<file path="src/rtl/cursor_overlay_pkg.sv">
// Shared display constants, sync payload type and distance helper for the cursor overlay.
package cursor_overlay_pkg;

  localparam int unsigned HCOORD_W         = 11;
  localparam int unsigned VCOORD_W         = 10;
  localparam int unsigned DIST_W           = 12;
  localparam int unsigned H_ACTIVE_DEF     = 800;
  localparam int unsigned V_ACTIVE_DEF     = 600;
  localparam int unsigned H_INIT           = 400;
  localparam int unsigned V_INIT           = 300;
  localparam int unsigned ARM_LEN_DEF      = 8;
  localparam int unsigned BLINK_FRAMES_DEF = 30;
  localparam int unsigned PIX_W_DEF        = 24;
  localparam logic [PIX_W_DEF-1:0] CURSOR_COLOR_DEF = 24'hFF0000;

  // Timing signals that travel alongside the pixel through the pipeline
  typedef struct packed {
    logic hsync;
    logic vsync;
    logic blank;
  } sync_t;

  localparam sync_t SYNC_IDLE = '{hsync: 1'b1, vsync: 1'b1, blank: 1'b1};

  // Unsigned absolute difference; operands are zero-extended so it never wraps
  function automatic logic [DIST_W-1:0] abs_diff(input logic [DIST_W-1:0] a,
                                                 input logic [DIST_W-1:0] b);
    return (a >= b) ? (a - b) : (b - a);
  endfunction

endpackage

</file>
<file path="src/rtl/cursor_overlay_frame_ticker.sv">
// Frame ticker: detects vsync falling edges and derives the blink phase from a frame counter.
module cursor_overlay_frame_ticker
  import cursor_overlay_pkg::*;
#(
  parameter int unsigned BLINK_FRAMES = BLINK_FRAMES_DEF
) (
  input  logic clk,
  input  logic rst,
  input  logic i_vsync,
  output logic o_vsync_fall_c,
  output logic o_blink_phase
);

  localparam int unsigned CNT_W = (BLINK_FRAMES > 1) ? $clog2(BLINK_FRAMES) : 1;
  localparam logic [CNT_W-1:0] CNT_LAST = CNT_W'(BLINK_FRAMES - 1);

  logic             r_vsync_q;
  logic [CNT_W-1:0] r_frame_cnt;
  logic             r_blink_phase;

  // Falling edge of active-low vsync marks the start of a new frame
  assign o_vsync_fall_c = r_vsync_q & ~i_vsync;
  assign o_blink_phase  = r_blink_phase;

  // Edge history, frame counter and blink phase toggle every BLINK_FRAMES frames
  always_ff @(posedge clk) begin
    if (rst) begin
      r_vsync_q     <= 1'b1;
      r_frame_cnt   <= '0;
      r_blink_phase <= 1'b1;
    end else begin
      r_vsync_q <= i_vsync;
      if (o_vsync_fall_c) begin
        if (r_frame_cnt == CNT_LAST) begin
          r_frame_cnt   <= '0;
          r_blink_phase <= ~r_blink_phase;
        end else begin
          r_frame_cnt <= r_frame_cnt + CNT_W'(1);
        end
      end
    end
  end

endmodule

</file>
<file path="src/rtl/cursor_overlay.sv">
// Crosshair cursor overlay on the pixel stream with per-frame position latch and 2-cycle latency.
module cursor_overlay
  import cursor_overlay_pkg::*;
#(
  parameter int unsigned          H_ACTIVE     = H_ACTIVE_DEF,
  parameter int unsigned          V_ACTIVE     = V_ACTIVE_DEF,
  parameter int unsigned          ARM_LEN      = ARM_LEN_DEF,
  parameter int unsigned          BLINK_FRAMES = BLINK_FRAMES_DEF,
  parameter int unsigned          PIX_W        = PIX_W_DEF,
  parameter logic [PIX_W-1:0]     CURSOR_COLOR = PIX_W'(CURSOR_COLOR_DEF)
) (
  input  logic                clk,
  input  logic                rst,
  input  logic [HCOORD_W-1:0] x_pos,
  input  logic [VCOORD_W-1:0] y_pos,
  input  logic                cursor_en,
  input  logic                blink_en,
  input  logic [HCOORD_W-1:0] hcount,
  input  logic [VCOORD_W-1:0] vcount,
  input  logic                hsync,
  input  logic                vsync,
  input  logic                blank,
  input  logic [PIX_W-1:0]    pixel_in,
  output logic [PIX_W-1:0]    pixel_out,
  output logic                hsync_out,
  output logic                vsync_out,
  output logic                blank_out
);

  localparam logic [HCOORD_W-1:0] X_MAX  = HCOORD_W'(H_ACTIVE - 1);
  localparam logic [VCOORD_W-1:0] Y_MAX  = VCOORD_W'(V_ACTIVE - 1);
  localparam logic [DIST_W-1:0]   ARM_D  = DIST_W'(ARM_LEN);

  logic                w_vsync_fall;
  logic                w_blink_phase;
  logic [DIST_W-1:0]   w_dx;
  logic [DIST_W-1:0]   w_dy;
  logic                w_hit;
  logic                w_vis;

  logic [HCOORD_W-1:0] r_cx;
  logic [VCOORD_W-1:0] r_cy;

  logic [PIX_W-1:0]    r_pixel1;
  sync_t               r_sync1;
  logic                r_hit1;
  logic                r_vis1;

  logic [PIX_W-1:0]    r_pixel2;
  sync_t               r_sync2;

  cursor_overlay_frame_ticker #(
    .BLINK_FRAMES (BLINK_FRAMES)
  ) u_frame_ticker (
    .clk            (clk),
    .rst            (rst),
    .i_vsync        (vsync),
    .o_vsync_fall_c (w_vsync_fall),
    .o_blink_phase  (w_blink_phase)
  );

  // Latch the clamped cursor centre once per frame
  always_ff @(posedge clk) begin
    if (rst) begin
      r_cx <= HCOORD_W'(H_INIT);
      r_cy <= VCOORD_W'(V_INIT);
    end else if (w_vsync_fall) begin
      r_cx <= (x_pos > X_MAX) ? X_MAX : x_pos;
      r_cy <= (y_pos > Y_MAX) ? Y_MAX : y_pos;
    end
  end

  // Crosshair window test and visibility for the current pixel
  always_comb begin
    w_dx  = abs_diff(DIST_W'(hcount), DIST_W'(r_cx));
    w_dy  = abs_diff(DIST_W'(vcount), DIST_W'(r_cy));
    w_hit = ((vcount == r_cy) && (w_dx <= ARM_D)) ||
            ((hcount == r_cx) && (w_dy <= ARM_D));
    w_vis = cursor_en & (w_blink_phase | ~blink_en);
  end

  // Stage 1: register hit/visibility with the pixel and timing signals
  always_ff @(posedge clk) begin
    if (rst) begin
      r_pixel1 <= '0;
      r_sync1  <= SYNC_IDLE;
      r_hit1   <= 1'b0;
      r_vis1   <= 1'b0;
    end else begin
      r_pixel1 <= pixel_in;
      r_sync1  <= '{hsync: hsync, vsync: vsync, blank: blank};
      r_hit1   <= w_hit;
      r_vis1   <= w_vis;
    end
  end

  // Stage 2: composite the cursor colour inside the active area
  always_ff @(posedge clk) begin
    if (rst) begin
      r_pixel2 <= '0;
      r_sync2  <= SYNC_IDLE;
    end else begin
      r_pixel2 <= (r_hit1 && r_vis1 && !r_sync1.blank) ? CURSOR_COLOR : r_pixel1;
      r_sync2  <= r_sync1;
    end
  end

  assign pixel_out = r_pixel2;
  assign hsync_out = r_sync2.hsync;
  assign vsync_out = r_sync2.vsync;
  assign blank_out = r_sync2.blank;

endmodule

</file>
<file path="config.mk">
export PLATFORM = sky130hd
export DESIGN_NAME = cursor_overlay
export DESIGN_NICKNAME = d
export VERILOG_FILES = /design/src/rtl/cursor_overlay_pkg.sv /design/src/rtl/cursor_overlay_frame_ticker.sv /design/src/rtl/cursor_overlay.sv
export SDC_FILE = /design/constraint.sdc
export NUM_CORES = 1
export LEC_CHECK = 0
export CAP_MARGIN = 40
export CORE_MARGIN = 2
export CORE_UTILIZATION = 30
export DETAILED_ROUTE_END_ITERATION = 10
export PLACE_DENSITY_LB_ADDON = 0.1
export SLEW_MARGIN = 20
export SYNTH_ARGS = -nofsm -noshare
export SYNTH_HDL_FRONTEND = slang
export SYNTH_SLANG_ARGS = --single-unit
</file>
<file path="constraint.sdc">
create_clock -name clk -period 2.8 [get_ports clk]
set_clock_uncertainty 0.2 [all_clocks]
set_input_delay 0.84 -clock clk [delete_from_list [all_inputs] [get_ports clk]]
set_output_delay 0.84 -clock clk [all_outputs]
set_load 0.01 [all_outputs]
</file>
# Yosys cells after proc, flatten, opt, wreduce, memory -nomap -nowiden
# Index checks and enable logic that the tools add are counted.
# op_classes
eq_ne	3
add_sub_neg	5
reduce_logical	8
bitwise	6
n_lt_le_gt_ge	6
n_mux	6
# op_table
operator	count
$le A12 B4 Y1 const B	2
$mux W12	2
$mux W24	1
$sub A11 B11 Y12	2
$sub A10 B10 Y11	2
$eq A11 B11 Y1	1
$ge A11 B11 Y1	1
$gt A11 B10 Y1 const B	1
$mux W11	1
$eq A10 B10 Y1	1
$ge A10 B10 Y1	1
$gt A10 B10 Y1 const B	1
$mux W10	1
$add A5 B1 Y5 const B	1
$eq A5 B5 Y1 const B	1
$mux W5	1
$logic_and A1 B1 Y1	4
$not A1 Y1	3
$and A1 B1 Y1	2
$reduce_and A2 Y1	1
$reduce_or A2 Y1	1
$logic_not A1 Y1	1
$logic_or A1 B1 Y1	1
$or A1 B1 Y1	1
# word_totals
ff_bits	83
output_inout_bits	27
input_bits	73

# Logic depth before layout (Yosys ltp)
# logic_depth
ltp_word	5
ltp_mapped	11

# Cells and area by module
# Synthesis repeated with hierarchy kept, for this count alone.
# unflattened
hier_cells	535
area_unflattened_um2	4580.6
# by_module_without_submodules
module	cells_each	instances	area_each_um2	seq_area_each_um2
cursor_overlay	500	1	4247.8	1541.5
cursor_overlay_frame_ticker	35	1	332.8	140.1

# Least setup slack after synthesis
# Ideal clock, no wire load.
# synth_timing
path_type	in2reg
start	input hcount[1]
end	register r_hit1
t_arrival_ns	2.699
n_path_buf	0
t_required_ns	2.483
stages	10
path_slack_ns	-0.216
cell_sequence	inv_1 -> ha_1 -> nor2b_1 -> o31ai_2 -> a31o_1 -> nand3_2 -> mux2_1 -> o211ai_1 -> o211ai_1 -> a32o_2
# synth_between
elab_chain_len	5
word_cells_on_any_way	9
cone_classes	add/sub: 2; order compare: 2; eq/ne: 1; mux: 1; reduce/logical: 3
# synth_lines
item	line_no	rtl
start: declaration	cursor_overlay.sv:18	input logic [HCOORD_W-1:0] hcount,
$sub A11 B11 Y12 or $ge A11 B11 Y1 (tied branches)	cursor_overlay_pkg.sv:28	return (a >= b) ? (a - b) : (b - a);
$mux W12	cursor_overlay_pkg.sv:28	
$le A12 B4 Y1	cursor_overlay.sv:77	w_hit = ((vcount == r_cy) && (w_dx <= ARM_D)) ||
$logic_and A1 B1 Y1	cursor_overlay.sv:77	
$logic_or A1 B1 Y1 (*)	cursor_overlay.sv:77	
end signal: assignment	cursor_overlay.sv:92	r_hit1 <= w_hit;
end: declaration	cursor_overlay.sv:46	logic r_hit1;
# Every way passes the cells marked *; elsewhere a longest branch is shown, timed or not.
# A chain may end at the register's enable or synchronous reset.

# Worst setup path in the final report
# layout_timing
start	input vcount[0]
end	register r_hit1
# layout_between
elab_chain_len	5
word_cells_on_any_way	9
cone_classes	add/sub: 2; order compare: 2; eq/ne: 1; mux: 1; reduce/logical: 3
# layout_lines
item	line_no	rtl
start: declaration	cursor_overlay.sv:19	input logic [VCOORD_W-1:0] vcount,
$sub A10 B10 Y11 or $ge A10 B10 Y1 (tied branches)	cursor_overlay_pkg.sv:28	
$mux W12	cursor_overlay_pkg.sv:28	
$le A12 B4 Y1	cursor_overlay.sv:78	((hcount == r_cx) && (w_dy <= ARM_D));
$logic_and A1 B1 Y1	cursor_overlay.sv:78	
$logic_or A1 B1 Y1 (*)	cursor_overlay.sv:77	
# Marked as above.

==> results.py <==
metrics = {
    "run_status": {
        "status": "complete, but fails checks",
        "violations": "negative setup slack",
    },
    "floorplanning": {
        "die_area_um2": 16000,
        "die_w_um": 126,
        "num_io_pins": 100,
        "die-height_um": 126,
        "rows": 44,
        "core_um2": 14600,
        "start_util": 0.308,
    },
    "sta": {
        "slew_violations": 0,
        "fmax_mhz": 356,
        "period_minus_slack_ns": 2.81,
        "slew-limit-headroom": 0.637,
        "worst_slew_pin_slew_ns": 0.543,
        "finalWorstSetupSlack_ns": -0.00778,
        "rsz0062_at_grt": "true",
        "hold_viol": 0,
        "setup_viol": 1,
        "holdWs_ns": 0.208,
        "finalCritPeriodShare": 1.00,
        "finalSetupTns_ns": -0.00778,
    },
    "placed_design": {
        "place.gp.congestion": 0.890,
        "port_buffers": 99,
        "hpwl_mm": 9.08,
        "dp_cells": 865,
        "placed_cell_area_um2": 6450,
        "post-place-ws_ns": -0.850,
    },
    "finish": {
        "final_area_um2": 7070,
        "diodes": 0,
        "areaGrowthSynthToFinish_pct": 57.3,
        "drive_above_1_share": 0.309,
        "nets": 823,
        "fillCellCount": 1384,
        "fin_cells": 895,
        "fin_util": 0.485,
    },
    "grt": {
        "grt_pass1_wl_mm": 20.7,
        "met1_usage": 0.188,
        "antenna_found_initial": 0,
        "grt_max_degree": 65,
        "grt.overflow.total": 0,
        "grt-busiest-layer": "met2",
        "met2_usage": 0.275,
        "use_met3": 0.0502,
        "grt_pass1_vias": 4395,
        "grtUsageTotal": 0.159,
    },
    "route": {
        "final_antenna_net_count": 0,
        "drc": 0,
        "detail_route.first_pass.iterations": 4,
        "vias": 4177,
        "viasPerCell": 4.67,
        "routed_wl_mm": 12.5,
        "wire_per_inst_um": 13.9,
        "first_iter_violations": 151,
    },
    "yosys": {
        "avgSynthCellArea_um2": 8.60,
        "synth_fp_nets": 640,
        "synth_edf_count": 0,
        "synth-seq-area-share": 0.370,
        "ys_warn_count": 0,
        "ys_ff_latch": 83,
        "synth_top_flop_cell": "dfxtp_1",
        "yosys.area.top_type": "dfxtp_1",
        "synth_area_um2": 4500,
        "yosys-top-cells-area": "dfxtp_1 (37%), ha_1 (12%), nor2b_1 (4.6%)",
        "netlist_instances": 523,
        "synth_cell_type_count": 64,
        "synth_top_area_frac": 0.370,
        "ys_async_sr_fraction": 0,
    },
    "power": {
        "total_leakage_power_nw": 2.98,
        "ir_drop_mv": 0.402,
        "p_sw_mw": 0.971,
        "p_total_mw": 3.34,
        "power_frac_comb": 0.282,
        "intPower_mw": 2.37,
        "switching_share": 0.291,
        "pwr-share-seq": 0.382,
        "p_clk_frac": 0.336,
        "powerDensity_nw_per_um2": 472,
    },
    "clock_tree": {
        "cts.path.max_buffers": 2,
        "clock_sinks": 83,
        "hold_buffers": 0,
        "path_clk_slew_ns": 0.06,
        "clkLatencyLatePin_ns": 0.34,
        "numCtsBuffers": 9,
        "cts_tree": "built",
        "cts-root-buf": "clkbuf_16",
        "cts.htree.levels": 3,
    },
    "worst_setup_path": {
        "crit_path_max_fanout": 2,
        "endpoint_kind": "register",
        "critical_path_class": "in2reg",
        "rrSetupSlack_ns": 0.25,
        "required_ns": 2.88,
        "critPathLaunchType": "input pin",
        "arrival_ns": 2.89,
    },
    "worst_hold_path": {
        "hp-class": "reg2reg",
    },
    "job": {
        "drv_cap": 0,
    },
}
## cells by family after synthesis
family | share of synthesized area
AOI/OAI and AO/OA | 0.162
xor gates and xnor gates | 0.0351
adders and majority gates | 0.122
buffers and inverters | 0.0662
DFF | 0.370
muxes | 0.0214
and+or+nand+nor | 0.223
## timing repair
item	in CTS	in global routing
gates resized for setup	98	32
pin swaps	32	22
setup endpoints to repair	1	1
setup buffers	13	1
## critical path, cell delays in order
cell           delay, ns
dlygate4sd2_1       0.25
inv_2               0.06
ha_4                0.27
nand2_2             0.06
nor4_4              0.26
buf_4               0.16
nor2b_1             0.22
o2111ai_1           0.15
nor4_1              0.26
a32o_1              0.23
a32o_2              0.12
## synth_stat cells, types with 4 or more instances
library cell and number:
xor2_1 9, nand4_1 6, buf_2 7, a21o_1 4, nand3_1 7, nand2b_1 12
a221oi_1 4, nand2_1 22, a211oi_1 7, mux2i_1 7, nor3b_1 5, inv_1 52
or2_2 7, and2_1 17, a21oi_1 28, dfxtp_1 83, nor2_1 48, o21ai_0 16
nor3_1 14, nor2b_1 33, ha_1 44, clkbuf_1 13, o21a_1 4, xnor2_1 9
## per-layer routing
layer  up-vias  wire (µm)
li1       2129          -
met1      1941       5460
met2        94       6010
met3        13        799
met4         0        179
met5         -          0
## cells in the final DEF (no fill, tap or decap), types with 4 or more instances in the layout
cell	n
dlygate4sd2_1	6
o21a_1	4
nor3_1	12
a21oi_1	22
a21o_1	4
dfxtp_1	83
clkbuf_16	9
a21oi_2	7
or2_2	7
o21ai_1	4
nand3_1	6
and2_1	17
nand2b_1	11
a211oi_1	7
nor2b_1	32
ha_1	20
xnor2_1	9
o21ai_2	4
nand2_1	19
inv_2	15
mux2i_1	4
clkdlybuf4s50_1	77
inv_1	33
nor2_1	46
nand4_1	6
xor2_1	9
o21ai_0	12
a221oi_1	4
buf_4	96
ha_4	22
buf_2	8
## power by group through the flow
stage / Sequential [mW] / Combinational, mW / Clock [mW]
final: 1.28 / 0.941 / 1.12
after floorplan: 1.30 / 0.480 / 0
after detailed placement: 1.30 / 0.842 / 0
after CTS: 1.28 / 0.913 / 1.17
after global routing: 1.28 / 1.03 / 1.22
after global placement: 1.30 / 0.835 / 0
## final cells by class
cell class	instances	area, µm²	share of cell area
inverters	52	215	0.0304
multi-input cells	365	3020	0.427
repair buffers	195	1670	0.236
clock inverters	6	47.5	0.00672
flip-flops and latches	83	1660	0.235
clock buffers	10	229	0.0324
well taps	184	230	0.0326
## state kept, by name, summed over array words and instances, names as in the netlist
register,cells
hsync_out,1
u_frame_ticker.r_vsync_q,1
r_hit1,1
r_vis1,1
pixel_out,24
r_sync1,2
r_pixel1,24
u_frame_ticker.r_frame_cnt,5
blank_out,1
r_cx,11
vsync_out,1
r_cy,10
u_frame_ticker.o_blink_phase,1
## final timing paths
kind,startpoint,cells past startpoint,to
setup / recovery,vcount[0],11,r_hit1
hold / removal,r_sync1[2],1,hsync_out
setup reg to reg,r_cx[1],9,r_hit1
hold reg to reg,r_sync1[2],1,hsync_out
Note: power is estimated with default switching activity, not from simulation.
